`src/rtl/arb_requester.sv`:
```
// ---------------------------------------------------------------------------
// arb_requester
//
// Purpose:
//   Requester-side agent for a two-port req/gnt arbiter. Local logic offers a
//   burst job (job_len+1 beats). The block raises req, waits for gnt, issues
//   one beat per granted cycle until the burst is complete, then drops req for
//   a fixed gap before it accepts another job. If no grant arrives within
//   MAX_WAIT cycles, the request is abandoned and a one-cycle error pulse is
//   raised.
//
// Parameters:
//   LEN_W     width of job_len; a burst is 1..2^LEN_W beats
//   MAX_WAIT  cycles spent in REQ without a grant before timeout (>= 2)
//   GAP       cycles req is held low after a burst or timeout (>= 1)
//
// Ports:
//   clock        in   rising-edge clock
//   reset        in   asynchronous active-high reset
//   job_valid    in   local job offered
//   job_len      in   beats-1 of the offered job
//   job_ready    out  job can be accepted (state is IDLE)
//   req          out  registered request to the arbiter
//   gnt          in   grant from the arbiter (lags req by at least a cycle)
//   beat_valid   out  a data beat happens this cycle (XFER and granted)
//   beat_last    out  final beat of the burst (qualified by beat_valid)
//   beat_cnt     out  0-based index of the current beat
//   timeout_err  out  one-cycle registered pulse on request timeout
//   busy         out  state is not IDLE
// ---------------------------------------------------------------------------
module arb_requester #(
    parameter int LEN_W    = 4,
    parameter int MAX_WAIT = 16,
    parameter int GAP      = 1
) (
    input  logic             clock,
    input  logic             reset,
    input  logic             job_valid,
    input  logic [LEN_W-1:0] job_len,
    output logic             job_ready,
    output logic             req,
    input  logic             gnt,
    output logic             beat_valid,
    output logic             beat_last,
    output logic [LEN_W-1:0] beat_cnt,
    output logic             timeout_err,
    output logic             busy
);

    // Wait counter only needs to reach MAX_WAIT-1; the gap counter reaches
    // GAP-1 but is sized on GAP+1 so that GAP=1 still gets a 1-bit counter.
    localparam int WAIT_W = (MAX_WAIT > 1) ? $clog2(MAX_WAIT) : 1;
    localparam int GAP_W  = $clog2(GAP + 1);

    localparam logic [WAIT_W-1:0] WAIT_LAST = WAIT_W'(MAX_WAIT - 1);
    localparam logic [GAP_W-1:0]  GAP_LAST  = GAP_W'(GAP - 1);

    typedef enum logic [1:0] {
        IDLE    = 2'd0,
        REQ     = 2'd1,
        XFER    = 2'd2,
        RELEASE = 2'd3
    } state_t;

    state_t            state_q;
    logic              req_q;
    logic              timeout_err_q;
    logic [LEN_W-1:0]  beat_cnt_q;
    logic [LEN_W-1:0]  len_q;
    logic [WAIT_W-1:0] wait_cnt_q;
    logic [GAP_W-1:0]  gap_cnt_q;

    logic [LEN_W-1:0]  beat_cnt_d;
    logic [WAIT_W-1:0] wait_cnt_d;
    logic [GAP_W-1:0]  gap_cnt_d;
    logic              final_beat;
    logic              wait_expired;
    logic              gap_done;

    // Incremented counter values and the end-of-phase conditions the state
    // machine branches on. Kept outside the FSM so each compare lives in one
    // place.
    always_comb begin
        beat_cnt_d   = beat_cnt_q + 1'b1;
        wait_cnt_d   = wait_cnt_q + 1'b1;
        gap_cnt_d    = gap_cnt_q + 1'b1;
        final_beat   = (beat_cnt_q == len_q);
        wait_expired = (wait_cnt_q == WAIT_LAST);
        gap_done     = (gap_cnt_q == GAP_LAST);
    end

    // Main control FSM. req and timeout_err are registered here so that the
    // arbiter sees a glitch-free request. A grant that arrives in the last
    // wait cycle takes priority over the timeout. In RELEASE the grant is
    // ignored, because the arbiter's registered grant can still be high for
    // a cycle after req has dropped.
    always_ff @(posedge clock or posedge reset) begin
        if (reset) begin
            state_q       <= IDLE;
            req_q         <= 1'b0;
            timeout_err_q <= 1'b0;
            beat_cnt_q    <= '0;
            len_q         <= '0;
            wait_cnt_q    <= '0;
            gap_cnt_q     <= '0;
        end else begin
            timeout_err_q <= 1'b0;
            case (state_q)
                IDLE: begin
                    if (job_valid) begin
                        len_q      <= job_len;
                        wait_cnt_q <= '0;
                        req_q      <= 1'b1;
                        state_q    <= REQ;
                    end
                end
                REQ: begin
                    if (gnt) begin
                        beat_cnt_q <= '0;
                        state_q    <= XFER;
                    end else if (wait_expired) begin
                        timeout_err_q <= 1'b1;
                        req_q         <= 1'b0;
                        gap_cnt_q     <= '0;
                        state_q       <= RELEASE;
                    end else begin
                        wait_cnt_q <= wait_cnt_d;
                    end
                end
                XFER: begin
                    // Without a grant the burst is paused: the index holds
                    // and req stays up.
                    if (gnt) begin
                        if (final_beat) begin
                            beat_cnt_q <= '0;
                            req_q      <= 1'b0;
                            gap_cnt_q  <= '0;
                            state_q    <= RELEASE;
                        end else begin
                            beat_cnt_q <= beat_cnt_d;
                        end
                    end
                end
                RELEASE: begin
                    if (gap_done) begin
                        state_q <= IDLE;
                    end else begin
                        gap_cnt_q <= gap_cnt_d;
                    end
                end
                default: begin
                    req_q   <= 1'b0;
                    state_q <= IDLE;
                end
            endcase
        end
    end

    // Handshake outputs that must react within the cycle: job_ready and busy
    // follow the state, and a beat is tied to the live grant.
    always_comb begin
        job_ready   = (state_q == IDLE);
        busy        = (state_q != IDLE);
        beat_valid  = (state_q == XFER) && gnt;
        beat_last   = beat_valid && final_beat;
        beat_cnt    = beat_cnt_q;
        req         = req_q;
        timeout_err = timeout_err_q;
    end

endmodule

```
`config.mk`:
```
export PLATFORM = sky130hd
export DESIGN_NAME = arb_requester
export DESIGN_NICKNAME = d
export VERILOG_FILES = /design/src/rtl/arb_requester.sv
export SDC_FILE = /design/constraint.sdc
export NUM_CORES = 1
export LEC_CHECK = 0
export CORE_ASPECT_RATIO = 1.2
export CORE_UTILIZATION = 53
export DETAILED_ROUTE_END_ITERATION = 6
export PLACE_DENSITY = 0.92
export RECOVER_POWER = 25
export SETUP_SLACK_MARGIN = 0.1
export SYNTH_ARGS = -nofsm -noshare
export SYNTH_HDL_FRONTEND = slang
export SYNTH_SLANG_ARGS = --single-unit
```
`constraint.sdc`:
```
create_clock -name clock -period 3.1 [get_ports clock]
set_input_delay 0.775 -clock clock [delete_from_list [all_inputs] [get_ports clock]]
set_output_delay 0.775 -clock clock [all_outputs]
set_load 0.05 [all_outputs]
```
======== Word-level counts from Yosys, hierarchy flattened ========
Cells that the tools add are included.
word-level totals
  bits in registers ....................... 17
  input bits .............................. 8
cells by class
  add/subtract/negate cells ............... 3
  mux-type cells .......................... 26
  reduce and logical (&&, ||, !) cells .... 14
  equality and inequality tests ........... 14
operators by type and width
  operator             count
  $mux 4               6
  $ne 2x2->1 const B   8
  $pmux 4 s2           2
  $mux 2               6
  $reduce_and 5->1     2
  $mux 1               9
  $add 4x1->4 const B  2
  $pmux 2 s4           1
  $pmux 1 s3           2
  $reduce_and 6->1     1
  $reduce_bool 2->1    3
  $reduce_bool 3->1    2
  $eq 2x2->1 const B   2
  $eq 4x4->1           1
  $eq 4x4->1 const B   1
  $reduce_and 4->1     1
  $ne 3x3->1 const B   1
  $reduce_and 3->1     1
  $eq 2x1->1 const B   1
  $logic_and 1x1->1    2
  $logic_not 2->1      1
  $reduce_and 2->1     1
  $add 1x1->1 const B  1

======== Depth between registers and ports, before layout ========
  depth after elaboration ................. 4
  mapped depth ............................ 6
  gate-level depth less buffers ........... 6

======== Worst setup path after synthesis ========
Ideal clock, no wire load.
  path type ............................... input port to output port
  from .................................... input gnt
  to ...................................... output beat_last
  arrival time ............................ 2.012 ns
  stages on the path ...................... 3
  setup slack ............................. 0.313 ns
  cell sequence ........................... inv_2 nor2_1 and2_1
between the ends
  cells in the longest elaborated chain, start to end .. 2
RTL lines
  item                  RTL line  source
  start: declaration    42        input logic gnt,
  $logic_and 1x1->1     164       beat_valid = (state_q == XFER) && gnt;
  named net beat_valid  43        output logic beat_valid,
  $logic_and 1x1->1     165       beat_last = beat_valid && final_beat;
  end: declaration      44        output logic beat_last,
The timed path passes the listed nets, and every way through them passes these cells.

======== Worst setup path in the final report ========
  from .................................... register state_q[0]
  to ...................................... output busy
between the ends
  cells in the longest elaborated chain, start to end .. 1
RTL lines
  item                      RTL line  source
  start: declaration        65        state_t state_q;
  start signal: assignment  99        state_q <= IDLE;
  start signal: assignment  114       state_q <= REQ;
  start signal: assignment  120       state_q <= XFER;
  $reduce_bool 2->1         163       busy = (state_q != IDLE);
  end: declaration          47        output logic busy
No other way between the ends.

==> metrics <==
H-tree depth=1; Final Hold Fails=0; top post-synthesis cells by area=dfrtp_1 (45%), ha_1 (8.4%), mux2_1 (5.1%); antenna cells=0; final setup TNS=0 ns; fillers=between 100 and 150; Power Density=~1100 nW/um^2; CTS max path bufs=2; largest net degree at the start of global routing=17; Final period util=~90%; Total Routing Usage GR=between 20% and 30%; final worst slack=0.301 ns; minimum clock period=between 2 and 3 ns; Worst Skew=~0.008 ns; most frequent cells in the layout=dfrtp_1 (16), clkdlybuf4s50_1 (14), inv_1 (8); Sink Count=16; Max Slew Vio Count=0; Syn Inst Count=85; share of layout cells above drive strength 1=11.2%; initial DRC count=21; vias in the first global route=between 700 and 800; die width=just under 40 um; Post-Place Setup Slack=0.430 ns; Seq. cell area=between 400 and 500 sq um; PortBufs=17; VDD IR-drop max=approximately 0.67 mV; Fmax=0.357 GHz; final net count=around 120; number of antenna violations at the first check in global routing=0; Yosys top cell by area=dfrtp_1; Top Ports=18; Post-Syn Nets=99; Pre-antenna DRT Iters=4; area of the multi-input gates=about 460 sq um; yosys warns=0; relative slew slack=60.2%; leakage=0.000518 uW; Syn Area/Cell=~10 sq um; DRC=0; Critical Path AT=~2.0 ns; via count=728; register area share after synthesis=a little under half; number of cell rows=15; worst-margin pin slew=slightly below 0.6 ns; Mapped Area=around 890 sq um; Detailed Place HPWL=1370 um; Critical Path Start=state_q[0]$_DFFE_PP0P_; Via density=around 5.9; Yosys cell types=30; CP Capture Type=output pin; Resized Gates After CTS=0; max cap viols=0; CTS Hold Bufs=0; commonest non-fill, non-tap cell in the layout=dfrtp_1; placed cell area=1110 sq um; Reg-to-Reg Start=state_q[1]$_DFFE_PP0P_; Clock Latency Late Sink=roughly 0.30 ns; CP Launch Type=register; hold wc startpoint=wait_cnt_q[0]$_DFFE_PP0P_; die area=between 1500 and 2000 sq um; #FFs+latches synth=16; core area=1500 sq um; post-route ant nets=0; Worst Path Required=2.32 ns; final setup vio count=0; Worst Path Max Fanout=7; CTS tree=done; hold crit path type=reg2reg; WS Path Type=reg2out; clock transition at the registers of the reported paths=approximately 0.10 ns; Synth top area share=a little under half; GPL Wtd Cong=0.775; status=completed; setup bufs post-CTS=0; Post-synth ARST share=100%; die height=46.9 um; total gr overflow=0; effective utilization at floorplan=59.2%; first-pass GRT wire length=~2900 um; dominant synthesized flop cell=dfrtp_1; WL final=between 1500 and 2000 um; Area Growth Syn to Fin=28.7%; Routed WL per cell=15.0 um; Design Area, Final=around 1100 sq um; Post-synth EDFFs=0; CTS buffer count=3; CTS root buf=clkbuf_4; unrepaired setup endpoints after global routing=false
-- through the flow --
step                      total power [uW]  instances  util [%]  hold slack (ns)
after floorplan                        889         85         -            0.475
after global placement                1070        120      73.8            0.494
after detailed placement              1100        120      73.8            0.516
after CTS                             1250        124      76.3            0.529
after global routing                  1320        124      76.3            0.557
final                                 1240        124      76.3            0.538
-- cell type report --
type                            instances  area share (%)
Tap cell                               17            1.86
Inverter                                9            2.95
Multi-Input combinational cell         60            39.8
Sequential cell                        16            35.0
Clock buffer                            4            3.17
Timing Repair Buffer                   18            17.3
-- worst max-delay path: stages, from the launching register on --
cell	delay [ns]
dfrtp_1	0.42
inv_1	0.10
ha_1	0.29
inv_1	0.11
clkdlybuf4s50_1	0.80
-- Yosys cell counts (2+ instances only) --
cell type / instances
nand4_1: 2
o21ai_0: 3
o21ai_1: 4
nor3_1: 2
dfrtp_1: 16
nand2_1: 4
a21oi_1: 3
ha_1: 6
nor2_1: 4
a31oi_1: 2
inv_1: 8
xor2_1: 5
mux2i_1: 2
mux2_1: 4
nand3b_1: 2
nand3_1: 4
-- report_power, final --
| part | leakage (uW) | internal (uW) | switching (uW) |
|---|---|---|---|
| combinational | 0.000295 | 289 | 431 |
| clock | 0.0000210 | 71.8 | 74.4 |
| sequential | 0.000202 | 292 | 84.8 |
-- layer usage --
layer | up-vias | share of wire [%] | track usage (%) | routed length (um)
met4 | 0 | 2.3 | 15.2 | 42
met1 | 347 | 41 | 24.8 | 764
met5 | - | 0 | 0 | 0
met3 | 5 | 4.2 | 2.84 | 77
met2 | 26 | 52 | 43.6 | 969
li1 | 350 | - | - | -
-- final timing paths --
check / endpoint / slack, ns / depth (start not counted)
worst min register to register: wait_cnt_q[0]$_DFFE_PP0P_ / 0.54 / 1
worst max-delay path: busy / 0.30 / 4
max in group asynchronous: wait_cnt_q[0]$_DFFE_PP0P_ / 1.75 / 2
worst min-delay path: wait_cnt_q[0]$_DFFE_PP0P_ / 0.54 / 1
min in group asynchronous: beat_cnt[1]$_DFFE_PP0P_ / 0.96 / 2
worst max register to register: wait_cnt_q[3]$_DFFE_PP0P_ / 1.29 / 6
-- cells by family after synthesis --
logic type | synth area share [%]
multiplexers | 9.00
adder cells (fa/ha/maj) | 8.44
buffers and inverters | 3.80
AO/OA/AOI/OAI | 13.8
flip-flops | 45.0
XOR/XNOR | 4.92
AND/OR/NAND/NOR | 15.0
-- sequential cells by signal (all words and copies together), names as in the netlist --
| name | flops |
|---|---|
| len_q | 4 |
| state_q | 2 |
| req | 1 |
| beat_cnt | 4 |
| wait_cnt_q | 4 |
| timeout_err | 1 |
(Power assumes the default switching activity.)
